<file path="src/rtl/regfile_pkg.sv">
// Shared constants and types for the register-file writeback path.
// The register file block imports this same package so widths stay in step.
package regfile_pkg;

  localparam int XLEN = 64;
  localparam int NREG = 32;
  localparam int REG_AW = 5;
  localparam logic [REG_AW-1:0] REG_ZERO = '0;

  typedef enum logic {
    PTR_A = 1'b0,
    PTR_B = 1'b1
  } rr_ptr_t;

endpackage

</file>
<file path="src/rtl/regfile_wb_arbiter_if.sv">
// Writeback requesters, register-file write port, reservation and hazard query.
// The slave modport is the arbiter's view; master is the surrounding pipeline.
interface regfile_wb_arbiter_if #(
  parameter int XLEN = regfile_pkg::XLEN
);
  import regfile_pkg::*;

  logic              a_valid;
  logic              a_ready;
  logic [REG_AW-1:0] a_rd;
  logic [XLEN-1:0]   a_data;

  logic              b_valid;
  logic              b_ready;
  logic [REG_AW-1:0] b_rd;
  logic [XLEN-1:0]   b_data;

  logic              RegWrite;
  logic [REG_AW-1:0] writereg;
  logic [XLEN-1:0]   writedata;

  logic              rsv_valid;
  logic [REG_AW-1:0] rsv_rd;

  logic [REG_AW-1:0] qry_rs1;
  logic [REG_AW-1:0] qry_rs2;
  logic              busy1;
  logic              busy2;

  modport slave (
    input  a_valid, a_rd, a_data,
    input  b_valid, b_rd, b_data,
    input  rsv_valid, rsv_rd, qry_rs1, qry_rs2,
    output a_ready, b_ready,
    output RegWrite, writereg, writedata,
    output busy1, busy2
  );

  modport master (
    output a_valid, a_rd, a_data,
    output b_valid, b_rd, b_data,
    output rsv_valid, rsv_rd, qry_rs1, qry_rs2,
    input  a_ready, b_ready,
    input  RegWrite, writereg, writedata,
    input  busy1, busy2
  );

endinterface

</file>
<file path="src/rtl/rr_arb2.sv">
// Two-way round-robin arbiter; the pointer only moves on a conflict, and then
// it points at the loser so that side wins the next conflict.
module rr_arb2
  import regfile_pkg::*;
(
  input  logic       clk,
  input  logic       rst_n,
  input  logic [1:0] req,
  output logic [1:0] gnt
);

  rr_ptr_t ptr, ptr_next;

  always_ff @(posedge clk) begin
    if (!rst_n) ptr <= PTR_A;
    else        ptr <= ptr_next;
  end

  // Grants are withheld during reset so a pending request is dropped, not taken.
  always_comb begin
    gnt      = 2'b00;
    ptr_next = ptr;
    if (rst_n) begin
      unique case (req)
        2'b01: gnt = 2'b01;
        2'b10: gnt = 2'b10;
        2'b11: begin
          if (ptr == PTR_A) begin
            gnt      = 2'b01;
            ptr_next = PTR_B;
          end else begin
            gnt      = 2'b10;
            ptr_next = PTR_A;
          end
        end
        default: gnt = 2'b00;
      endcase
    end
  end

endmodule

</file>
<file path="src/rtl/regfile_wb_arbiter.sv">
// Arbitrates ALU and load writebacks onto the single register-file write port
// and tracks outstanding destination registers for hazard detection.
module regfile_wb_arbiter
  import regfile_pkg::*;
#(
  parameter int XLEN = regfile_pkg::XLEN,
  parameter int NREG = regfile_pkg::NREG
) (
  input  logic                 clk,
  input  logic                 rst_n,
  regfile_wb_arbiter_if.slave  wb
);

  logic [1:0]        gnt;
  logic              xfer;
  logic              wr_en;
  logic [REG_AW-1:0] xfer_rd;
  logic [XLEN-1:0]   xfer_data;
  logic [NREG-1:0]   busy;
  logic [NREG-1:0]   busy_next;

  rr_arb2 u_arb (
    .clk   (clk),
    .rst_n (rst_n),
    .req   ({wb.b_valid, wb.a_valid}),
    .gnt   (gnt)
  );

  assign wb.a_ready = gnt[0];
  assign wb.b_ready = gnt[1];

  always_comb begin
    xfer      = |gnt;
    xfer_rd   = gnt[1] ? wb.b_rd   : wb.a_rd;
    xfer_data = gnt[1] ? wb.b_data : wb.a_data;
    wr_en     = xfer && (xfer_rd != REG_ZERO);
  end

  // Writes to x0 are accepted but never reach the port, so the last real write is held.
  always_ff @(posedge clk) begin
    if (!rst_n) begin
      wb.RegWrite  <= 1'b0;
      wb.writereg  <= '0;
      wb.writedata <= '0;
    end else begin
      wb.RegWrite <= wr_en;
      if (wr_en) begin
        wb.writereg  <= xfer_rd;
        wb.writedata <= xfer_data;
      end
    end
  end

  // Set is applied after clear so a same-edge reservation keeps the register busy.
  always_comb begin
    busy_next = busy;
    if (wr_en) busy_next[xfer_rd] = 1'b0;
    if (wb.rsv_valid && (wb.rsv_rd != REG_ZERO)) busy_next[wb.rsv_rd] = 1'b1;
    busy_next[0] = 1'b0;
  end

  always_ff @(posedge clk) begin
    if (!rst_n) busy <= '0;
    else        busy <= busy_next;
  end

  assign wb.busy1 = busy[wb.qry_rs1];
  assign wb.busy2 = busy[wb.qry_rs2];

endmodule

</file>
<file path="src/flat_wrapper.sv">
// flat-port wrapper written by rule: the top's interface ports become plain ports
module regfile_wb_arbiter_flat import regfile_pkg::*;
#(
  parameter int XLEN = regfile_pkg::XLEN,
  parameter int NREG = regfile_pkg::NREG
)
  (clk, rst_n, wb_a_valid, wb_a_rd, wb_a_data, wb_b_valid, wb_b_rd, wb_b_data, wb_rsv_valid, wb_rsv_rd, wb_qry_rs1, wb_qry_rs2, wb_a_ready, wb_b_ready, wb_RegWrite, wb_writereg, wb_writedata, wb_busy1, wb_busy2);
  regfile_wb_arbiter_if #(.XLEN(XLEN)) wb_i ();
  input  logic clk;
  input  logic rst_n;
  input wire logic [$bits(wb_i.a_valid)-1:0] wb_a_valid;
  input wire logic [$bits(wb_i.a_rd)-1:0] wb_a_rd;
  input wire logic [$bits(wb_i.a_data)-1:0] wb_a_data;
  input wire logic [$bits(wb_i.b_valid)-1:0] wb_b_valid;
  input wire logic [$bits(wb_i.b_rd)-1:0] wb_b_rd;
  input wire logic [$bits(wb_i.b_data)-1:0] wb_b_data;
  input wire logic [$bits(wb_i.rsv_valid)-1:0] wb_rsv_valid;
  input wire logic [$bits(wb_i.rsv_rd)-1:0] wb_rsv_rd;
  input wire logic [$bits(wb_i.qry_rs1)-1:0] wb_qry_rs1;
  input wire logic [$bits(wb_i.qry_rs2)-1:0] wb_qry_rs2;
  output wire logic [$bits(wb_i.a_ready)-1:0] wb_a_ready;
  output wire logic [$bits(wb_i.b_ready)-1:0] wb_b_ready;
  output wire logic [$bits(wb_i.RegWrite)-1:0] wb_RegWrite;
  output wire logic [$bits(wb_i.writereg)-1:0] wb_writereg;
  output wire logic [$bits(wb_i.writedata)-1:0] wb_writedata;
  output wire logic [$bits(wb_i.busy1)-1:0] wb_busy1;
  output wire logic [$bits(wb_i.busy2)-1:0] wb_busy2;
  assign wb_i.a_valid = wb_a_valid;
  assign wb_i.a_rd = wb_a_rd;
  assign wb_i.a_data = wb_a_data;
  assign wb_i.b_valid = wb_b_valid;
  assign wb_i.b_rd = wb_b_rd;
  assign wb_i.b_data = wb_b_data;
  assign wb_i.rsv_valid = wb_rsv_valid;
  assign wb_i.rsv_rd = wb_rsv_rd;
  assign wb_i.qry_rs1 = wb_qry_rs1;
  assign wb_i.qry_rs2 = wb_qry_rs2;
  assign wb_a_ready = wb_i.a_ready;
  assign wb_b_ready = wb_i.b_ready;
  assign wb_RegWrite = wb_i.RegWrite;
  assign wb_writereg = wb_i.writereg;
  assign wb_writedata = wb_i.writedata;
  assign wb_busy1 = wb_i.busy1;
  assign wb_busy2 = wb_i.busy2;
  regfile_wb_arbiter #(.XLEN(XLEN), .NREG(NREG)) u_core (.clk(clk), .rst_n(rst_n), .wb(wb_i));
endmodule
</file>
<file path="config.mk">
export PLATFORM = sky130hd
export DESIGN_NAME = regfile_wb_arbiter_flat
export DESIGN_NICKNAME = d
export VERILOG_FILES = /design/src/rtl/regfile_pkg.sv /design/src/rtl/regfile_wb_arbiter_if.sv /design/src/rtl/rr_arb2.sv /design/src/rtl/regfile_wb_arbiter.sv /design/src/flat_wrapper.sv
export SDC_FILE = /design/constraint.sdc
export NUM_CORES = 1
export LEC_CHECK = 0
export ABC_AREA = 1
export ABC_CLOCK_PERIOD_IN_PS = 2400
export CAP_MARGIN = 10
export CORE_ASPECT_RATIO = 1.25
export CORE_UTILIZATION = 43
export DETAILED_ROUTE_END_ITERATION = 8
export HOLD_SLACK_MARGIN = 0.03
export PLACE_DENSITY = 0.81
export SLEW_MARGIN = 20
export SYNTH_ARGS = -nofsm -noshare
export SYNTH_HDL_FRONTEND = slang
export SYNTH_SLANG_ARGS = --single-unit
</file>
<file path="constraint.sdc">
create_clock -name clk -period 2.4 [get_ports clk]
set_clock_uncertainty 0.1 [all_clocks]
set_input_delay 0.48 -clock clk [delete_from_list [all_inputs] [get_ports clk]]
set_output_delay 0.48 -clock clk [all_outputs]
set_load 0.02 [all_outputs]
</file>
==> run summary <==
From left edge to right edge, the die measures 103.6 um. Sequential cells were found to cover 36.82% of the synthesized design area. Setup repair after global routing left no endpoint under its margin. The I/O pin total is 232, and the hold-fix buffer count after cts is 0. The count of buffers from port buffering is 231, and the maximum number of pins on one net before global-route repair is 40. The number of cell instances on the worst register-to-register path is 11, and the synthesized-area fraction occupied by xor and xnor cells is 0%.

TritonCTS built the clock tree. The netlist uses 26 different library cells. The run finished with clean final reports. The first global-routing pass estimated 29,940 um of wire.

In this run, synthesis inferred 0 flip-flops with an integrated enable. The area growth from synthesis to layout is 54.69%. The finished cells cover 0.008578 sq mm. For this run, the total global-route usage over all layers was measured as 28.36%. The run gives 109.7 ps as the final worst-path setup slack. The run gives 1,124 as the filler cell count in the final layout.

The area of the core region was 0.01260 sq mm. The smallest clock period supported by the final layout is computed as 2290 ps. The count of clock tree sinks is 102, and the total power draw is 4.609 mW. The floorplan has 46 rows. The logs give 0.01336 sq mm for the area of the die and 1,310 for the count of placed standard cells in the final layout, fillers left out. The combinational family with the most area after synthesis is simple AND/OR/NAND/NOR gates. The max capacitance violation total was 0.

The worst setup path is captured at an output port. For the post-layout utilization of the core, the log shows 68.06%. The clock passes through at most 2 buffers. After routing, the total negative slack on setup checks comes to 0 ps.

The placer congestion estimate is 0.8979. Multiplexer share of the synthesized area: 0%. The async set-reset flop share out of synthesis is 0%.

The net count of the finished layout is 1,295. Summing all flip-flop and latch instances after layout gives 0.002042 sq mm. Global routing consumed, on the met3 layer, 6.028% of the routing resources. The total half-perimeter wirelength after legalization and detailed placement was 14,600 um.

The average footprint of a synthesized cell works out to 6.182 sq um. Setup violations remaining at the end of the flow were counted as 0. The number of hold violations in the final report was 0; the leakage power of the design was 3.642 nW.

The largest stage delay on the critical path came out at 530 ps. VDD sags by at most 0.0003618 V. The die boundary height works out to 129.0 um. The H-tree generated during clock tree synthesis spans 3 levels.

Via count of the first global-routing pass: 6,059. In this run the critical register-to-register path is captured at u_core.wb.writedata[4]. The post-detailed-routing wire length was 18,880 um; the maximum clock rate was 436.6 MHz. Path type of the worst min-delay path: flop to flop. Number of slew-limit violations in the final report: 0. The repair_antennas step left the layout with diodes totalling 0. The layer flagged by global routing as most heavily used is met2. By startpoint and endpoint, the worst setup path is classified as input port to output port. The critical path data required time was 1820 ps. Number of search-and-repair iterations in the first detailed-routing pass: 5.

In the final layout, the share of cells above drive strength 1 is 9.282%. The tools report the launch point of the worst reg-to-reg path as u_core.u_arb.ptr. For this design the total switching power over the nets is 1.344 mW.

Power per standard cell area: 537.3 mW/mm^2. Clock-pin slew was measured on the worst setup and hold paths at 70 ps. Combinational logic burns 27.4% of the power.

The remaining max-slew budget at the tightest pin was 67.33%; the total number of vias was 6,566. The most critical setup path has its startpoint at wb_b_valid. Before CTS, the worst setup slack after placement is -503.8 ps. For the number of antenna violations at the first check in global routing, the log shows 0. The clock reaches the later pin of the worst-skew pair after 340 ps. In the synthesized netlist the dominant register cell turns out to be sky130_fd_sc_hd__dfxtp_1. The number of placed instances, taps included, is 1,294. The number of register bits inferred by synthesis came out at 102. The first-iteration detailed-routing DRC count is 312, and the cell-internal power is 3.265 mW. Summing all multi-input logic gate instances after layout gives 0.003159 sq mm. The type of element launching the critical path was an input port. The routed via count divided by cell count came out at 5.012. Following the worst setup path forward leads to its endpoint at wb_b_ready.

Clock network fraction of design power: 32.2%. Walking the worst path, the cells encountered are clkdlybuf4s50_1 > nand2_2 > a21oi_4 > dlygate4sd2_1. The residual overflow from global routing was 0; the global-route track usage on met1 was 31.93%. Hold timing on the final database bottoms out at a slack of 377.0 ps. The arrival time at the worst endpoint was 1710 ps; the slew at the pin closest to its max-slew limit was 486.3 ps. The cell area after synthesis is 0.005545 sq mm, and the fraction of power spent switching nets is 29.17%.

The number of warning messages in the yosys log was 0. In this run the worst path has a maximum fanout of 5. For this run, design rule violations remaining after detail routing come to 0. CTS placed an instance of sky130_fd_sc_hd__clkbuf_16 at the clock tree root. Part of the total power dissipated in sequential elements: 40.4%. In the final routed layout, each cell accounts on average for 14.41 um. Counting every net in the synthesized netlist gives 1,055. For this design, the slowest cell found on the critical path is sky130_fd_sc_hd__clkdlybuf4s50_1. The run gives 9 as the total clock buffers created by CTS.

Synthesis handed over a netlist of 897 instances. For flop-to-flop paths, the worst setup slack is 440 ps. The area share of and/or/nand/nor cells after synthesis works out to 41.52%. The worst path uses 95.43% of the clock period. For this run, global-route usage on met2 was measured as 50.41%. Once the floorplan was initialized, standard cells occupied 43.99% of the core. The detail route stage leaves a number of antenna-violating nets equal to 0. The area fraction in compound gates after synthesis is 15.03%.

The post-synthesis adder-cell area fraction was 0%. After detailed placement, the total cell area comes to 0.008255 sq mm.
cells in the mapped netlist, types with 2 or more instances:
master	n	area share, %
sky130_fd_sc_hd__buf_6	4	0.81
sky130_fd_sc_hd__nand4_1	3	0.34
sky130_fd_sc_hd__a21oi_2	2	0.32
sky130_fd_sc_hd__clkbuf_1	22	1.5
sky130_fd_sc_hd__nor3_1	5	0.45
sky130_fd_sc_hd__o221ai_1	12	1.9
sky130_fd_sc_hd__nor2_1	177	12
sky130_fd_sc_hd__a21oi_1	36	3.2
sky130_fd_sc_hd__inv_1	28	1.9
sky130_fd_sc_hd__buf_1	8	0.54
sky130_fd_sc_hd__o211ai_1	4	0.54
sky130_fd_sc_hd__nor2_4	2	0.41
sky130_fd_sc_hd__dfxtp_1	102	37
sky130_fd_sc_hd__nand2_2	4	0.45
sky130_fd_sc_hd__nand2_1	295	20
sky130_fd_sc_hd__buf_2	12	1.1
sky130_fd_sc_hd__nand2_4	5	1.0
sky130_fd_sc_hd__nor2_2	20	2.3
sky130_fd_sc_hd__buf_8	2	0.54
sky130_fd_sc_hd__o21ai_1	2	0.18
sky130_fd_sc_hd__nand3_1	50	4.5
sky130_fd_sc_hd__o21ai_0	98	8.8
layout by cell type, fill, tap and decap left out, types with 4 or more instances in the layout:
master and n:
sky130_fd_sc_hd__clkbuf_16 9, sky130_fd_sc_hd__inv_1 24, sky130_fd_sc_hd__buf_12 7, sky130_fd_sc_hd__o211ai_1 4, sky130_fd_sc_hd__nor3_1 4, sky130_fd_sc_hd__nor2_1 177, sky130_fd_sc_hd__clkdlybuf4s50_1 222, sky130_fd_sc_hd__inv_2 4
sky130_fd_sc_hd__nand3_1 50, sky130_fd_sc_hd__a21oi_1 36, sky130_fd_sc_hd__dfxtp_1 102, sky130_fd_sc_hd__nand2_2 5, sky130_fd_sc_hd__buf_4 37, sky130_fd_sc_hd__buf_6 4, sky130_fd_sc_hd__nand2_1 294, sky130_fd_sc_hd__o21ai_1 5
sky130_fd_sc_hd__o221ai_1 12, sky130_fd_sc_hd__nor2_2 20, sky130_fd_sc_hd__o21ai_0 95, sky130_fd_sc_hd__nand2_4 4
power groups by stage:
stage	logic [mW]	clock network, mW	registers (mW)
2_1_floorplan	0.474	0	2.01
3_3_place_gp	1.25	0	1.89
3_5_place_dp	1.26	0	1.90
4_1_cts	1.26	1.51	1.86
5_1_grt	1.38	1.57	1.87
6_report	1.26	1.48	1.86
state kept, by name, indices dropped and copies added (netlist names):
name / count
u_core.u_arb.ptr: 1
u_core.wb.writedata: 64
u_core.wb.RegWrite: 1
u_core.busy: 31
u_core.wb.writereg: 5
final cells by class:
| class | count | share of cell area [%] |
|---|---|---|
| multi-input combinational | 716 | 36.83 |
| clock inverter | 5 | 0.6709 |
| sequential | 102 | 23.80 |
| timing repair buffer | 277 | 32.02 |
| tap | 168 | 2.450 |
| clock buffer | 11 | 2.830 |
| inverter | 31 | 1.400 |
logic make-up after synthesis:
group	after synthesis
AOI/OAI and AO/OA	154
and+or+nand+nor	562
DFF	102
buffers and inverters	79
worst min-delay path by stage:
stage                     startpoint                    end  slack [ps]  cells after the start
2_1_floorplan         u_core.busy[6]         u_core.busy[6]         340                      2
3_3_place_gp   u_core.wb.writereg[1]  u_core.wb.writereg[1]         350                      2
3_5_place_dp   u_core.wb.writereg[1]  u_core.wb.writereg[1]         360                      2
4_1_cts               u_core.busy[6]         u_core.busy[6]         370                      2
5_1_grt               u_core.busy[6]         u_core.busy[6]         400                      2
6_report       u_core.wb.writereg[1]  u_core.wb.writereg[1]         380                      2
routing by layer:
| layer | up-vias | wire length (um) | part of all wire, % |
|---|---|---|---|
| met5 | - | 0 | 0 |
| met4 | 0 | 714 | 3.8 |
| met3 | 45 | 1295 | 6.9 |
| met2 | 286 | 9369 | 50 |
| met1 | 2883 | 7502 | 40 |
| li1 | 3352 | - | - |
worst max-delay path: cells and delay by family:
| family | cells | cell delay (ps) |
|---|---|---|
| buffers and inverters | 2 | 930 |
| AND/OR/NAND/NOR | 1 | 100 |
| AO/OA/AOI/OAI | 1 | 200 |
repair_timing:
| action | CTS | global route |
|---|---|---|
| endpoints found under the setup margin | 4 | 17 |
| gates resized for setup | 16 | 17 |
| setup buffers | 0 | 0 |
| pin swaps | 3 | 2 |
| endpoints found under the hold margin | 0 | 0 |
Note: power is estimated with default switching activity, not from simulation.
